**config.mk**
```make
export PLATFORM = sky130hd
export DESIGN_NAME = uart_tx
export DESIGN_NICKNAME = d
export VERILOG_FILES = /design/src/rtl/uart_pkg.sv /design/src/rtl/uart_tx_baud_gen.sv /design/src/rtl/uart_tx.sv
export SDC_FILE = /design/constraint.sdc
export NUM_CORES = 1
export LEC_CHECK = 0
export CORE_MARGIN = 2
export CORE_UTILIZATION = 40
export DETAILED_ROUTE_END_ITERATION = 8
export GPL_TIMING_DRIVEN = 0
export PLACE_DENSITY_LB_ADDON = 0.08
export SLEW_MARGIN = 20
export SYNTH_ARGS = -nofsm -noshare
export SYNTH_HDL_FRONTEND = slang
export SYNTH_HIERARCHICAL = 1
export SYNTH_SLANG_ARGS = --single-unit
```
**constraint.sdc**
```tcl
create_clock -name clk -period 3.5 [get_ports clk]
set_clock_uncertainty 0.05 [all_clocks]
set_input_delay 1.05 -clock clk [delete_from_list [all_inputs] [get_ports clk]]
set_output_delay 1.05 -clock clk [all_outputs]
set_load 0.03 [all_outputs]
```
**src/rtl/uart_pkg.sv**
```systemverilog
// uart_pkg: state encodings, line levels and baud divisor helper shared by
// the UART transmit and receive paths.
package uart_pkg;

   typedef enum logic [2:0] {
      IDLE   = 3'd0,
      START  = 3'd1,
      DATA   = 3'd2,
      PARITY = 3'd3,
      STOP   = 3'd4
   } uart_state_e;

   localparam logic LINE_IDLE   = 1'b1;
   localparam logic START_LEVEL = 1'b0;
   localparam logic STOP_LEVEL  = 1'b1;

   // Clocks per bit; integer division, so the line rate is rounded up.
   function automatic int calc_div(input int clk_freq, input int baud_rate);
      return clk_freq / baud_rate;
   endfunction

endpackage

```
**src/rtl/uart_tx_baud_gen.sv**
```systemverilog
// uart_tx_baud_gen: free-running 0..DIV-1 bit-period counter with a tick on
// the last clock of each bit; clear restarts the period from zero.
module uart_tx_baud_gen #(
   parameter int DIV = 16
)(
   input  logic clk,
   input  logic rst_n,
   input  logic enable,
   input  logic clear,
   output logic baud_tick
);

   localparam int                CNT_W = (DIV > 1) ? $clog2(DIV) : 1;
   localparam logic [CNT_W-1:0]  LAST  = CNT_W'(DIV - 1);

   logic [CNT_W-1:0] r_cnt;

   always_ff @(posedge clk) begin
      if (!rst_n) begin
         r_cnt <= '0;
      end else if (clear) begin
         r_cnt <= '0;
      end else if (enable) begin
         if (r_cnt == LAST) r_cnt <= '0;
         else               r_cnt <= r_cnt + CNT_W'(1);
      end
   end

   assign baud_tick = enable && (r_cnt == LAST);

endmodule

```
**src/rtl/uart_tx.sv**
```systemverilog
// uart_tx: serialises one byte per valid/ready handshake as start, LSB-first
// data and stop bits. Define UART_TX_PARITY_EN to insert an even parity bit.
module uart_tx
   import uart_pkg::*;
#(
   parameter int CLK_FREQ  = 50000000,
   parameter int BAUD_RATE = 115200,
   parameter int DATA_BITS = 8
)(
   input  logic                 clk,
   input  logic                 rst_n,
   input  logic [DATA_BITS-1:0] tx_data,
   input  logic                 tx_valid,
   output logic                 tx_ready,
   output logic                 txd,
   output logic                 tx_busy,
   output logic                 tx_done,
   output uart_state_e          dbg_state
);

   localparam int         DIV      = calc_div(CLK_FREQ, BAUD_RATE);
   localparam logic [2:0] LAST_BIT = 3'(DATA_BITS - 1);

   // Handshake: tx_ready is high only in IDLE; a byte is taken on any rising
   // edge where tx_valid && tx_ready. tx_valid/tx_data are ignored otherwise.

   uart_state_e          r_state;
   uart_state_e          w_state_next;
   logic [DATA_BITS-1:0] r_shift;
   logic [DATA_BITS-1:0] w_shift_next;
   logic [2:0]           r_idx;
   logic [2:0]           w_idx_next;
   logic                 r_txd;
   logic                 w_txd_next;
   logic                 w_accept;
   logic                 w_tick;
   logic                 w_done;
`ifdef UART_TX_PARITY_EN
   logic                 r_parity;
`endif

   uart_tx_baud_gen #(
      .DIV (DIV)
   ) u_baud_gen (
      .clk       (clk),
      .rst_n     (rst_n),
      .enable    (tx_busy),
      .clear     (w_accept),
      .baud_tick (w_tick)
   );

   always_ff @(posedge clk) begin
      if (!rst_n) begin
         r_state <= IDLE;
         r_shift <= '0;
         r_idx   <= '0;
         r_txd   <= LINE_IDLE;
      end else begin
         r_state <= w_state_next;
         r_shift <= w_shift_next;
         r_idx   <= w_idx_next;
         r_txd   <= w_txd_next;
      end
   end

`ifdef UART_TX_PARITY_EN
   always_ff @(posedge clk) begin
      if (!rst_n)        r_parity <= 1'b0;
      else if (w_accept) r_parity <= ^tx_data;
   end
`endif

   always_comb begin
      w_state_next = r_state;
      w_shift_next = r_shift;
      w_idx_next   = r_idx;
      w_accept     = 1'b0;
      w_done       = 1'b0;
      case (r_state)
         IDLE: begin
            if (tx_valid) begin
               w_accept     = 1'b1;
               w_shift_next = tx_data;
               w_state_next = START;
            end
         end
         START: begin
            if (w_tick) begin
               w_state_next = DATA;
               w_idx_next   = '0;
            end
         end
         DATA: begin
            if (w_tick) begin
               w_shift_next = r_shift >> 1;
               // Index parks at 0 after the last bit so it never wraps.
               if (r_idx == LAST_BIT) begin
                  w_idx_next = '0;
`ifdef UART_TX_PARITY_EN
                  w_state_next = PARITY;
`else
                  w_state_next = STOP;
`endif
               end else begin
                  w_idx_next = r_idx + 3'd1;
               end
            end
         end
`ifdef UART_TX_PARITY_EN
         PARITY: begin
            if (w_tick) w_state_next = STOP;
         end
`endif
         STOP: begin
            if (w_tick) begin
               w_done       = 1'b1;
               w_state_next = IDLE;
            end
         end
         default: begin
            w_state_next = IDLE;
         end
      endcase
   end

   // txd is registered from the next state so the pin never glitches.
   always_comb begin
      w_txd_next = LINE_IDLE;
      case (w_state_next)
         START:   w_txd_next = START_LEVEL;
         DATA:    w_txd_next = w_shift_next[0];
`ifdef UART_TX_PARITY_EN
         PARITY:  w_txd_next = r_parity;
`endif
         STOP:    w_txd_next = STOP_LEVEL;
         default: w_txd_next = LINE_IDLE;
      endcase
   end

   assign txd       = r_txd;
   assign tx_ready  = (r_state == IDLE);
   assign tx_busy   = (r_state != IDLE);
   assign tx_done   = w_done;
   assign dbg_state = r_state;

endmodule

```
==> results of run 1 <==
==> cell type report <==
cell class / count / share of cell area, %
multi-input cells: 94 / 45.6
flip-flops and latches: 24 / 31.5
repair buffers: 19 / 12.2
plain buffers: 6 / 3.28
well taps: 33 / 2.71
clock inverters: 1 / 1.97
clock buffers: 3 / 1.48
inverters: 5 / 1.23
==> power breakdown <==
group          internal [W]   total, W  switching, W
clock network      0.000116   0.000201     0.0000850
registers          0.000282   0.000288    0.00000667
logic             0.0000339  0.0000648     0.0000310
==> cell usage after synthesis (all sizes together) (3+ instances only) <==
master	count	area [sq um]
dfxtp	24	480
nand2	11	41.3
a22oi	9	67.6
nor2	8	37.5
nor2b	7	43.8
a21boi	6	45.0
buf	5	43.8
inv	5	18.8
ha	4	50.1
nand3	4	20.0
nor3b	4	30.0
a21oi	3	15.0
nand4	3	18.8
o21ai	3	15.0
or3	3	18.8
xor2	3	26.3
==> logic make-up after synthesis <==
kind of cell | synth area share, %
fa+ha+maj | 4.07
compound gates | 21.5
simple gates | 26.3
buf+inv | 5.40
mux | 0.815
flops | 39.1
xor+xnor | 2.85
==> worst min path at each step <==
stage                       startpoint                 endpoint  slack [ns]
2_1_floorplan  r_shift[1]$_SDFFE_PN0P_  r_shift[1]$_SDFFE_PN0P_        0.39
3_3_place_gp   r_shift[5]$_SDFFE_PN0P_  r_shift[5]$_SDFFE_PN0P_        0.40
3_5_place_dp   r_shift[1]$_SDFFE_PN0P_  r_shift[1]$_SDFFE_PN0P_        0.41
4_1_cts        r_shift[1]$_SDFFE_PN0P_  r_shift[1]$_SDFFE_PN0P_        0.43
5_1_grt        r_shift[2]$_SDFFE_PN0P_  r_shift[2]$_SDFFE_PN0P_        0.45
6_report       r_shift[1]$_SDFFE_PN0P_  r_shift[1]$_SDFFE_PN0P_        0.42
==> per-stage QoR <==
stage                     power, W  util (%)  hold slack (ns)  setup WS, ns
after floorplan           0.000334         -            0.393        0.0293
after global placement    0.000360      48.5            0.400        -0.144
after detailed placement  0.000361      48.5            0.411        -0.170
after CTS                 0.000565      50.8            0.429        0.0286
after global routing      0.000582      51.2            0.446        0.0149
final                     0.000554      51.2            0.424         0.154
==> worst max-delay path, stage by stage (launching register included) <==
cell and delay [ns]:
dfxtp_1 0.35, clkbuf_4 0.21, or3_1 0.18, buf_6 0.14
and4bb_2 0.23, nand3b_1 0.18, nor2_4 0.16, nand2_1 0.07
nor3_2 0.10, clkdlybuf4s15_2 0.31
==> registers in the layout (all words and copies together), names as in the netlist <==
register          flops
u_baud_gen/r_cnt      9
r_shift               8
dbg_state             3
r_idx                 3
txd                   1
==> routing by layer <==
metal,vias up,global-route usage [%]
li1,515,-
met5,-,0
met4,0,2.92
met2,9,27.2
met3,2,3.93
met1,476,17.4
==> timing repair <==
item	CTS	global route
resized for setup	5	1
pin swaps	1	1
setup buffers	1	1
gates cloned	0	0
endpoints found under the setup margin	1	1
==> flow_summary.yaml, run 1 <==
critical_path:
  crit_end: "tx_done"
  r2r_slack_ns: 0.52
  crit_start: "dbg_state[2]$_SDFF_PN0_"
  endpoint_kind: "output port"
  r2r_end: "txd$_SDFF_PN1_"
  reg2reg_depth: 12
  worstPathRequired_ns: 2.40
  r2r_start: "dbg_state[1]$_SDFF_PN0_"
  cp_max_fo: 9
  crit_path_start_kind: "register"
  cp.arrival_ns: 2.25
  worstSetupPathType: "register to output port"
drt:
  drtIter0Drc: 40
  dr.pass1.iters: 4
  wl_met1_microns: 1030
  wirelength_microns: 2350
  avgViaCountPerCell: 5.42
  vias: 1002
  wl_met3_microns: 65
  dr_wl_met2_microns: 1230
  drc: 0
  wl_per_cell_microns: 12.7
  top_layer: "met4"
  detail-route-antenna-nets: 0
layout:
  final_cell_mix: "dfxtp_1 (24), clkdlybuf4s50_1 (16), nand2_1 (11)"
  n_fill_cell: 290
  finalNetCount: 168
  register_area_sq_um: 480
  multi_input_area_sq_um: 694
  drive_gt1_share_pct: 14.5
  instances_no_fill: 185
  diodes: 0
  synthToLayoutAreaGrowth_pct: 24.0
  final_area_sq_mm: 0.00152
  final_common_cell: "dfxtp_1"
yosys:
  synth-edff-count: 0
  yosysUniqueCellTypes: 40
  syn_area_sq_mm: 0.00123
  synth-seq-area-share_pct: 39.1
  async_flop_share_pct: 0
  syn_avg_cell_area_sq_um: 9.52
  netlist_instances: 129
  ys_warn_count: 6
  ys.flop_type: "dfxtp_1"
  ys_ff_latch: 24
  syn-num-nets: 144
timing:
  worst_slew_pin_slew_ns: 0.631
  fmax_mhz: 299
  rsz0062_at_grt: "false"
  max-slew-margin-rel_pct: 57.8
  hold_viol: 0
  period_minus_slack_ns: 3.35
  slew_violations: 0
  fin_tns_setup_ns: 0
  setup_viol: 0
  finalCritPeriodShare_pct: 95.6
placement:
  placed_area_sq_mm: 0.00145
  placed_cells: 179
  place.gp.congestion: 0.796
  portBuffers: 17
  post-dp-hpwl_microns: 1690
clock_tree:
  insertion_delay_ns: 0.31
  clock-sinks: 24
  cts_made_buffers: 3
  path_clk_slew_ns: 0.13
  clockBufferDepth: 2
  root_buffer: "clkbuf_4"
  cts_tree: "yes"
  cts-hold-fix-buffers: 0
  htree_levels: 1
outcome:
  outcome: "complete, no violations"
global_route:
  antenna_found_initial: 0
  gr-total-overflow: 0
  grt_pass1_vias: 913
  grt_pass1_wl_microns: 4060
  grt_max_degree: 15
  track_usage_pct: 14.9
die:
  rows: 20
  fp.dieArea_sq_mm: 0.00353
  fp.dieW_microns: 59.4
  die_height_microns: 59.4
  coreArea_sq_mm: 0.00298
  io_pins: 18
  initial_utilization_pct: 41.3
pwr:
  power.leakage_nw: 0.522
  peakVddDrop_v: 0.000296
  pwr_density_cell_mw_per_mm2: 364
flow_run:
  cap_violations: 0
min_path:
  hold_path.class: "register to register"
  holdPathStages: 2
Power figures use the tool's default switching activity.
==> run 2, diff against run 1 <==
--- a/config.mk
+++ b/config.mk
@@ -6,7 +6,7 @@
 export NUM_CORES = 1
 export LEC_CHECK = 0
 export CORE_MARGIN = 2
-export CORE_UTILIZATION = 40
+export CORE_UTILIZATION = 45
 export DETAILED_ROUTE_END_ITERATION = 8
 export GPL_TIMING_DRIVEN = 0
 export PLACE_DENSITY_LB_ADDON = 0.08
==> run 2 against run 1 <==
Compared with the run above: non-clock buffer count rose by 1; routed wire length hardly changed; sequential power about the same; fmax grew 1.1%; worst setup slack better by 0.036 ns; combinational power increased by 2%; final cell count shrank 1.1%; clock power is 28% lower; critical path depth unchanged.
==> flow_summary.yaml, run 2 (same netlist as run 1, synthesis figures left out) <==
global_route:
  grt_pass1_wl_microns: 4100
  grt_pass1_vias: 943
  track_usage_pct: 16.0
  gr-total-overflow: 0
  grt_max_degree: 14
  antenna_found_initial: 0
layout:
  largest_reg_flops: 9
  register_area_sq_um: 480
  final_area_sq_mm: 0.00152
  final_common_cell: "dfxtp_1"
  n_fill_cell: 236
  final_util_pct: 60.1
  finalNetCount: 169
  final_cell_mix: "dfxtp_1 (24), clkdlybuf4s50_1 (16), nand2_1 (11)"
  multi_input_area_sq_um: 699
  top_register: "u_baud_gen/r_cnt"
  top_regs: "u_baud_gen/r_cnt x9, r_shift x8"
  diodes: 0
  synthToLayoutAreaGrowth_pct: 23.3
  drive_gt1_share_pct: 15.7
clock_tree:
  cts_tree: "yes"
  clockBufferDepth: 2
  path_clk_slew_ns: 0.14
  insertion_delay_ns: 0.31
  cts-hold-fix-buffers: 0
  clock-sinks: 24
  cts_made_buffers: 3
  htree_levels: 1
  root_buffer: "clkbuf_4"
drt:
  dr.pass1.iters: 4
  detail-route-antenna-nets: 0
  wl_per_cell_microns: 12.8
  vias: 1014
  wirelength_microns: 2340
  drc: 0
  avgViaCountPerCell: 5.54
  drtIter0Drc: 33
critical_path:
  crit_path_start_kind: "register"
  cpPeakStageDelay_ns: 0.36
  worstSetupPathType: "register to output port"
  worstPathRequired_ns: 2.40
  worst-path-buf-inv: 3
  crit_family: "simple AND/OR/NAND/NOR gates"
  worstPathCellList: "clkbuf_4 -> or3_4 -> buf_6 -> and4bb_2 -> nand3b_1 -> nor2_4 -> nand2_1 -> nor3_2 -> clkdlybuf4s18_2"
  endpoint_kind: "output port"
  critPathSlowestCell: "or3_4"
  cp.arrival_ns: 2.21
  cp_max_fo: 9
pwr:
  peakVddDrop_v: 0.000190
  power_w: 0.000499
  power.leakage_nw: 0.519
  pwr_density_cell_mw_per_mm2: 329
timing:
  period_minus_slack_ns: 3.31
  slew_violations: 0
  hold_viol: 0
  rsz0062_at_grt: "false"
  fmax_mhz: 302
  worst_slew_pin_slew_ns: 0.607
  setup_viol: 0
  fin_tns_setup_ns: 0
  max-slew-margin-rel_pct: 59.4
  finalCritPeriodShare_pct: 94.6
die:
  initial_utilization_pct: 48.7
  die_height_microns: 56.3
  rows: 18
  io_pins: 18
  fp.dieArea_sq_mm: 0.00316
  coreArea_sq_mm: 0.00252
  fp.dieW_microns: 56.3
placement:
  post-dp-hpwl_microns: 1730
  portBuffers: 17
  placed_area_sq_mm: 0.00144
  place.gp.congestion: 0.790
flow_run:
  cap_violations: 0
outcome:
  outcome: "complete, no violations"
min_path:
  hold_path.class: "register to register"
-- run 2: worst min-delay path, stage by stage, from the launching register on --
cell and delay (ns):
dfxtp_1 0.33, nand2_1 0.05, a21boi_0 0.06
-- run 2: layer usage --
layer  wire, microns  vias to the layer above  GRT usage (%)  share of wire [%]
li1                -                      522              -                  -
met3             103                        2           2.53                4.4
met5               0                        -              0                  0
met4              15                        0           5.44               0.64
met1            1180                      469           22.7                 51
met2            1040                       21           24.7                 44
-- run 2: cell type report --
class | count | area share (%)
Timing Repair Buffer | 20 | 12.7
Buffer | 6 | 3.30
Inverter | 5 | 1.24
Sequential cell | 24 | 31.7
Multi-Input combinational cell | 94 | 46.2
Tap cell | 30 | 2.48
Clock buffer | 4 | 2.39
-- run 2: final timing paths --
check	to	start	depth (start not counted)	slack, ns
min	r_shift[2]$_SDFFE_PN0P_	r_shift[2]$_SDFFE_PN0P_	2	0.43
min reg2reg	r_shift[2]$_SDFFE_PN0P_	r_shift[2]$_SDFFE_PN0P_	2	0.43
max	tx_done	dbg_state[2]$_SDFF_PN0_	9	0.19
max reg2reg	txd$_SDFF_PN1_	dbg_state[2]$_SDFF_PN0_	12	0.53
-- run 2: power breakdown --
| group | switching, W | internal, W |
|---|---|---|
| sequential | 0.00000693 | 0.000282 |
| clock | 0.0000810 | 0.0000635 |
| combinational | 0.0000315 | 0.0000346 |
-- run 2: through the flow --
| stage | hold slack (ns) | cells | setup slack (ns) |
|---|---|---|---|
| 2_1_floorplan | 0.393 | 129 | 0.0293 |
| 3_3_place_gp | 0.403 | 176 | -0.122 |
| 3_5_place_dp | 0.412 | 176 | -0.169 |
| 4_1_cts | 0.430 | 181 | 0.0417 |
| 5_1_grt | 0.453 | 183 | 0.0426 |
| 6_report | 0.425 | 183 | 0.190 |
-- run 2: repair_timing --
action / in CTS / in global routing
setup buffers: 1 / 2
endpoints found under the setup margin: 1 / 1
gates resized for setup: 5 / 3
pin swaps: 1 / 1
